File: src/rtl/div_ctrl_pkg.sv
// Shared types and helpers for the ratio-update clock divider.
package div_ctrl_pkg;

  // Controller states: accepting, waiting for a period boundary, settling
  typedef enum logic [1:0] {
    IDLE   = 2'd0,
    PEND   = 2'd1,
    SETTLE = 2'd2
  } state_t;

  // A ratio is usable when it lies in 2..max
  function automatic logic legal_ratio(input int unsigned ratio, input int unsigned max);
    return (ratio >= 2) && (ratio <= max);
  endfunction

endpackage

File: src/rtl/div_core.sv
// Divider core: period counter, registered divided clock and wrap flag.
// A load replaces the ratio and restarts the period; it is only issued
// on a wrap edge, so the old period always completes first.
module div_core #(
  parameter int NBW       = 5,
  parameter int NDIV_INIT = 2
) (
  input  logic           cki,
  input  logic           rst,
  input  logic           load,
  input  logic [NBW-1:0] load_ratio,
  output logic           cko,
  output logic [NBW-1:0] ratio,
  output logic           wrap
);

  logic [NBW-1:0] cntr_reg, cntr_next;
  logic [NBW-1:0] ratio_reg, ratio_next;
  logic           cko_reg, cko_next;

  // Next count, next ratio and next cko level (cko uses the ratio that will apply)
  always_comb begin
    wrap       = (cntr_reg == (ratio_reg - NBW'(1)));
    ratio_next = ratio_reg;
    cntr_next  = wrap ? '0 : (cntr_reg + NBW'(1));
    if (load) begin
      ratio_next = load_ratio;
      cntr_next  = '0;
    end
    cko_next = (cntr_next >= (ratio_next >> 1));
  end

  // Counter, ratio and divided-clock flops
  always_ff @(posedge cki or posedge rst) begin
    if (rst) begin
      cntr_reg  <= '0;
      ratio_reg <= NBW'(NDIV_INIT);
      cko_reg   <= 1'b0;
    end else begin
      cntr_reg  <= cntr_next;
      ratio_reg <= ratio_next;
      cko_reg   <= cko_next;
    end
  end

  assign cko   = cko_reg;
  assign ratio = ratio_reg;

endmodule

File: src/rtl/div_ratio_ctrl.sv
// Runtime-programmable clock divider with ratio-update controller.
// New ratios arrive over valid/ready, are applied on a period boundary,
// then NSETTLE periods are counted before locked is reported.
// Optional macro DIV_ERR_STICKY_EN: err becomes a sticky bit cleared by err_clr.
module div_ratio_ctrl
  import div_ctrl_pkg::*;
#(
  parameter int NDIV_MAX  = 16,
  parameter int NDIV_INIT = 2,
  parameter int NSETTLE   = 4,
  localparam int NBW      = $clog2(NDIV_MAX + 1)
) (
  input  logic           cki,
  input  logic           rst,
  input  logic           req_valid,
  input  logic [NBW-1:0] req_ratio,
`ifdef DIV_ERR_STICKY_EN
  input  logic           err_clr,
`endif
  output logic           req_ready,
  output logic           cko,
  output logic [NBW-1:0] cur_ratio,
  output logic           locked,
  output logic           upd_done,
  output logic           err
);

  localparam int SBW = $clog2(NSETTLE + 1);

  state_t         state_reg, state_next;
  logic [SBW-1:0] settle_reg, settle_next;
  logic [NBW-1:0] pend_reg, pend_next;
  logic           locked_reg, locked_next;
  logic           upd_reg, upd_next;
  logic           err_reg, err_next;
  logic           init_reg, init_next;
  logic           err_set;
  logic           wrap;
  logic           load;

  // A pending ratio is loaded exactly when the old period completes
  assign load = (state_reg == PEND) && wrap;

  div_core #(
    .NBW       (NBW),
    .NDIV_INIT (NDIV_INIT)
  ) u_core (
    .cki        (cki),
    .rst        (rst),
    .load       (load),
    .load_ratio (pend_reg),
    .cko        (cko),
    .ratio      (cur_ratio),
    .wrap       (wrap)
  );

  // Next-state, handshake and settle-count decisions
  always_comb begin
    state_next  = state_reg;
    settle_next = settle_reg;
    pend_next   = pend_reg;
    locked_next = locked_reg;
    init_next   = init_reg;
    upd_next    = 1'b0;
    err_set     = 1'b0;
    case (state_reg)
      IDLE: begin
        locked_next = 1'b1;
        if (req_valid) begin
          if (legal_ratio(32'(req_ratio), NDIV_MAX)) begin
            pend_next   = req_ratio;
            state_next  = PEND;
            locked_next = 1'b0;
          end else begin
            err_set = 1'b1;
          end
        end
      end
      PEND: begin
        if (wrap) begin
          settle_next = '0;
          state_next  = SETTLE;
        end
      end
      SETTLE: begin
        if (wrap) begin
          if (settle_reg == SBW'(NSETTLE - 1)) begin
            settle_next = '0;
            state_next  = IDLE;
            locked_next = 1'b1;
            upd_next    = ~init_reg;  // no completion pulse for the post-reset settle
            init_next   = 1'b0;
          end else begin
            settle_next = settle_reg + SBW'(1);
          end
        end
      end
      default: state_next = IDLE;
    endcase
`ifdef DIV_ERR_STICKY_EN
    err_next = err_set | (err_reg & ~err_clr);  // set wins over clear
`else
    err_next = err_set;
`endif
  end

  // Controller state and status flops
  always_ff @(posedge cki or posedge rst) begin
    if (rst) begin
      state_reg  <= SETTLE;
      settle_reg <= '0;
      pend_reg   <= NBW'(NDIV_INIT);
      locked_reg <= 1'b0;
      upd_reg    <= 1'b0;
      err_reg    <= 1'b0;
      init_reg   <= 1'b1;
    end else begin
      state_reg  <= state_next;
      settle_reg <= settle_next;
      pend_reg   <= pend_next;
      locked_reg <= locked_next;
      upd_reg    <= upd_next;
      err_reg    <= err_next;
      init_reg   <= init_next;
    end
  end

  assign req_ready = (state_reg == IDLE);
  assign locked    = locked_reg;
  assign upd_done  = upd_reg;
  assign err       = err_reg;

endmodule

File: config.mk
export PLATFORM = sky130hd
export DESIGN_NAME = div_ratio_ctrl
export DESIGN_NICKNAME = d
export VERILOG_FILES = /design/src/rtl/div_ctrl_pkg.sv /design/src/rtl/div_core.sv /design/src/rtl/div_ratio_ctrl.sv
export SDC_FILE = /design/constraint.sdc
export NUM_CORES = 1
export LEC_CHECK = 0
export ABC_AREA = 1
export ABC_CLOCK_PERIOD_IN_PS = 6800
export BUFFER_PORTS_ARGS = -buffer_cell sky130_fd_sc_hd__buf_4
export CAP_MARGIN = 20
export CORE_ASPECT_RATIO = 1.4
export CORE_MARGIN = 5
export CORE_UTILIZATION = 60
export CTS_CLUSTER_SIZE = 10
export DETAILED_ROUTE_END_ITERATION = 8
export HOLD_SLACK_MARGIN = 0.06
export PLACE_DENSITY = 0.79
export SYNTH_ARGS = -nofsm -noshare
export SYNTH_HDL_FRONTEND = slang
export SYNTH_HIERARCHICAL = 1
export SYNTH_SLANG_ARGS = --single-unit
File: constraint.sdc
create_clock -name cki -period 6.8 [get_ports cki]
set_input_delay 0.68 -clock cki [delete_from_list [all_inputs] [get_ports cki]]
set_output_delay 0.68 -clock cki [all_outputs]
set_load 0.02 [all_outputs]
Word-level counts from Yosys, hierarchy flattened
Cells that the tools add are included.

storage, ports and cells
  register bits after elaboration = 25
  bits in latches = 0
  bits in writable memories = 0
  memory bits (read-only) = 0
  input bits = 8
  output and inout port bits = 10
  word-level logic and storage cells = 60
  memories kept = 0

operators by class
  add/sub/neg operators = 3
  multiply operators = 0
  divide/modulo/power cells = 0
  magnitude comparators = 3
  eq/ne operators = 9
  shift-type cells = 0
  multiplexer cells = 23
  bitwise gates (word level) = 1
  reduce and logical (&&, ||, !) cells = 10

operators by type and width
  kind                   number
  $mux W5                3
  $reduce_and A3 Y1      4
  $mux W2                5
  $mux W1                9
  $mux W3                3
  $ne A2 B2 Y1 const B   4
  $pmux W2 S3            1
  $pmux W3 S2            1
  $add A5 B1 Y5 const B  1
  $eq A5 B5 Y1           1
  $ge A5 B2 Y1 const B   1
  $ge A5 B4 Y1           1
  $le A5 B5 Y1 const B   1
  $reduce_and A5 Y1      1
  $sub A5 B1 Y5 const B  1
  $reduce_bool A2 Y1     2
  $add A3 B1 Y3 const B  1
  $eq A3 B2 Y1 const B   1
  $eq A2 B1 Y1 const B   1
  $eq A2 B2 Y1 const B   1
  $logic_and A1 B1 Y1    2
  $logic_not A2 Y1       1
  $ne A2 B1 Y1 const B   1
  $pmux W1 S2            1
  $not A1 Y1             1

Longest topological paths before layout
  word-level depth = 5
  gate-level depth with buffers = 22
  depth with buffers taken out = 22

Hierarchy
The synthesis kept the hierarchy.

by module, submodules not included
  module          times used  cells each  area each (sq um)  sequential area each (sq um)
  div_core        1           105         725.7              276.5
  div_ratio_ctrl  1           75          670.6              354.1

Worst setup path before layout
OpenSTA, ideal clock, no wires.

  kind = reg2reg
  start = reg u_core.ratio_reg[1] (netlist: u_core/ratio[1])
  end = reg u_core.cko_reg (netlist: u_core/cko)
  library setup time = 0.119 ns
  arrival time = 2.845 ns
  data required time = 6.681 ns
  slack = 3.836 ns
  cell stages (with the launch flop) = 23
  path buffers = 0
  period minus slack after synthesis = 2.964 ns
  path through = dfstp_2 > inv_1 > ha_1 > inv_1 > nand2_1 > nand2_1 > nor2_1 > nand2_1 > nor2_1 > nand2_2 > inv_1 > inv_1 > nor2_1 > inv_1 > or2_1 > o21ai_0 > ha_1 > o21ai_0 > nand2_1 > nand2_1 > nand2_1 > a21oi_1 > nand2_1

between the ends
  cells in the longest elaborated chain, start to end = 5
  elaborated cells on any way between the ends = 7
  classes of those cells = 1 x add/sub; 1 x order compare; 1 x eq/ne; 3 x mux; 1 x reduce/logical

RTL lines
  what                      RTL line              source
  start: declaration        div_core.sv:18        logic [NBW-1:0] ratio_reg, ratio_next;
  start signal: assignment  div_core.sv:37        ratio_reg <= NBW'(NDIV_INIT);
  start signal: assignment  div_core.sv:41        ratio_reg <= ratio_next;
  $sub A5 B1 Y5 (*)         div_core.sv:23        wrap = (cntr_reg == (ratio_reg - NBW'(1)));
  $eq A5 B5 Y1 (*)          div_core.sv:23
  net wrap                  div_ratio_ctrl.sv:38  logic wrap;
  $logic_and A1 B1 Y1 (*)   div_ratio_ctrl.sv:42  assign load = (state_reg == PEND) && wrap;
  net load                  div_ratio_ctrl.sv:39  logic load;
  $mux W5                   div_core.sv:26        if (load) begin
  $ge A5 B4 Y1 (*)          div_core.sv:30        cko_next = (cntr_next >= (ratio_next >> 1));
  net u_core.cko_next       div_core.sv:19        logic cko_reg, cko_next;
  end signal: assignment    div_core.sv:42        cko_reg <= cko_next;
  end: declaration          div_core.sv:19

Mark *: on every way through the listed nets, which the timed path passes. The rest lies on a longest branch.
A chain may end at the register's enable or synchronous reset.

Worst setup path in the final report
Same ends and word-level chain as after synthesis.

==> flow_metrics.py <==
metrics = {
    "power": {
        "peakVddDrop_v": 0.0001655,
        "powerDensity_nw_per_um2": 278.8,
        "leakagePower_nw": 0.9236,
    },
    "synth": {
        "synth.avg_cell_area_um2": 7.757,
        "netlist_instances": 180,
        "synthArstFlopShare_pct": 100.0,
        "synth_seq_area_share_pct": 45.16,
        "yosysUniqueCellTypes": 23,
        "ys.flop_type": "dfrtp_1",
        "synth-edff-count": 0,
        "ys_ff_latch": 25,
        "yosysWarnings": 6,
        "synth_area_um2": 1396,
        "syn_nets": 195,
    },
    "sta": {
        "tightest_slew_ns": 0.5213,
        "fin_crit_sh_pct": 49.84,
        "rsz0062_at_grt": "false",
        "setup_viol": 0,
        "clock.fmax_ghz": 0.2951,
        "fin_setup_tns_ns": 0,
        "hold_violations": 0,
        "final_max_slew_viol_count": 0,
        "skew_ns": 0.01063,
        "period_minus_slack_ns": 3.389,
        "relSlewSlack_pct": 65.21,
    },
    "clocking": {
        "clkLatencyLatePin_ns": 0.33,
        "cts-root-buf": "clkbuf_4",
        "htreeDepth": 1,
        "cts_tree": "built",
        "cts_made_buffers": 3,
        "numClockSinks": 25,
        "ctsHoldBuffers": 0,
        "cts.path.max_buffers": 2,
        "clkTransAtPathRegs_ns": 0.14,
        "cts_setup_buffers": 0,
        "cts_resized": 0,
    },
    "worst_setup_path": {
        "start_kind": "flop",
        "crit_path_max_incr_delay_ns": 0.55,
        "crit_path_end_kind": "flop",
        "cpMaxStageDelayCell": "dfstp_2",
        "path_common_cell": "nand2_1",
        "critPathArrivalTime_ns": 3.63,
        "crit_fanout": 9,
        "crit_type": "reg2reg",
        "reg2regPathDepth": 22,
        "critPathRequiredTime_ns": 7.04,
        "path_cells": "inv_1 -> ha_1 -> inv_1 -> nand2_1 -> nand2_1 -> nor2_1 -> nand2_1 -> nor2_1 -> nand2_2 -> inv_1 -> inv_1 -> nor2_1 -> inv_1 -> or2_1 -> o21ai_0 -> ha_1 -> o21ai_0 -> nand2_1 -> nand2_1 -> nand2_1 -> a21oi_1 -> nand2_1",
    },
    "floorplan": {
        "die_area_um2": 3406,
        "ioPinCount": 18,
        "rows": 20,
        "die-height_um": 67.08,
        "fp.coreArea_um2": 2202,
        "die_w_um": 50.77,
        "start_util_pct": 63.41,
    },
    "place": {
        "dp_hpwl_mm": 2.178,
        "post-place-cells": 219,
        "place_congestion": 0.8070,
        "io_buffers": 17,
    },
    "finish": {
        "nFillCells": 192,
        "area_delta_synth_final_pct": 13.08,
        "antennaDiodeCount": 0,
        "drive_gt1_share_pct": 18.41,
        "layout.area.seq_um2": 630.6,
        "multiInputGateArea_um2": 634.4,
        "fin_cells": 223,
        "finalNetCount": 217,
    },
    "grt": {
        "grt_pass1_vias": 1158,
        "grt-ovfl-total": 0,
        "grt_antenna_before_repair": 0,
        "grt_max_degree": 15,
        "grt_pass1_wl_mm": 4.726,
        "grt_use_total_pct": 17.88,
    },
    "drt": {
        "drt-wirelength-per-cell_um": 11.80,
        "postRouteAntennaNets": 0,
        "drt_iter0_drc": 30,
        "vias": 1143,
        "via_per_inst": 5.126,
        "dr.pass1.iters": 4,
        "post-route-drc-count": 0,
        "routed_wl_mm": 2.631,
    },
    "hold_path": {
        "hold_class": "in2async",
    },
    "job": {
        "maxCapViolCount": 0,
    },
    "status": {
        "status": "finished, final reports clean",
    },
}
## cell usage after synthesis (2+ instances only)
library cell,n,area share (%)
a21oi_1,3,1.1
dfrtp_1,21,38
dfstp_2,4,7.5
ha_1,7,6.3
inv_1,33,8.9
inv_2,2,0.54
nand2_1,54,15
nand2_2,5,2.2
nand3_1,9,3.2
nand4_1,6,2.7
nor2_1,15,4.0
nor2_2,2,0.90
o21ai_0,7,2.5
or2_1,3,1.3
## routing by layer
| metal | share of wire (%) | GRT usage (%) |
|---|---|---|
| met5 | 0 | 0 |
| met4 | 2.3 | 9.265 |
| met3 | 4.0 | 2.013 |
| met2 | 55 | 34.01 |
| met1 | 38 | 18.40 |
## critical path, delay by kind of cell, from the launching register on
kind | cells | cell delay (ns)
compound gates | 3 | 0.30
fa+ha+maj | 2 | 0.56
buf+inv | 5 | 0.54
flops | 1 | 0.55
simple gates | 12 | 1.37
## final cells by class
cell class	instances	share of cell area, %
sequential	25	39.94
tap	22	1.743
inverter	35	8.320
multi-input combinational	120	40.17
clock buffer	3	1.426
timing repair buffer	17	8.082
clock inverter	1	0.3170
## placed cells by master (no fill, tap or decap)
cell type / count
nor3_1: 1
a21boi_1: 1
a21oi_1: 3
clkbuf_4: 3
dfstp_2: 4
xnor2_1: 1
nor2_2: 2
nand3_4: 1
nor2_1: 15
o21ai_0: 7
nand3_1: 9
o21a_1: 1
inv_1: 33
or2_1: 3
buf_4: 17
or2_0: 1
dfrtp_1: 21
nand2_2: 5
clkinv_2: 1
nor2_8: 1
nand4_1: 6
inv_2: 2
ha_1: 7
nand2_1: 54
xor2_1: 1
nand2_4: 1
## cell families after synthesis
| logic type | share of synthesized area [%] |
|---|---|
| buffers and inverters | 9.409 |
| AOI/OAI and AO/OA | 4.659 |
| and+or+nand+nor | 33.24 |
| xor gates and xnor gates | 1.255 |
| adders and majority gates | 6.272 |
| DFF | 45.16 |
## report_power, final
part | switching [W] | internal [W]
clock network | 0.0000454 | 0.0000222
registers | 0.0000240 | 0.000175
logic | 0.000102 | 0.0000715
## per-stage QoR
stage | cell area, um2 | hold WS, ns | power (W) | utilization [%] | setup slack (ns)
after detailed placement | 1551 | 0.4557 | 0.0003763 | 70.45 | 3.451
after CTS | 1579 | 0.3320 | 0.0004439 | 71.70 | 3.424
final | 1579 | 0.3196 | 0.0004402 | 71.70 | 3.411
after global routing | 1579 | 0.3521 | 0.0004809 | 71.70 | 3.077
after global placement | 1551 | 0.4463 | 0.0003649 | 70.45 | 3.646
after floorplan | 1396 | 0.4342 | 0.0003309 | - | 3.836
## final timing paths
| check | slack [ns] | to | start |
|---|---|---|---|
| max reg2reg | 3.41 | u_core/cko | u_core/ratio[1] |
| max | 3.41 | u_core/cko | u_core/ratio[1] |
| min | 0.32 | u_core/cntr_reg[4] | rst |
| min in group cki | 0.47 | init_reg | init_reg |
| min reg2reg | 0.47 | init_reg | init_reg |
| max in group asynchronous | 6.06 | pend_reg[1] | rst |
No activity file was read; power rests on OpenSTA's default activity.
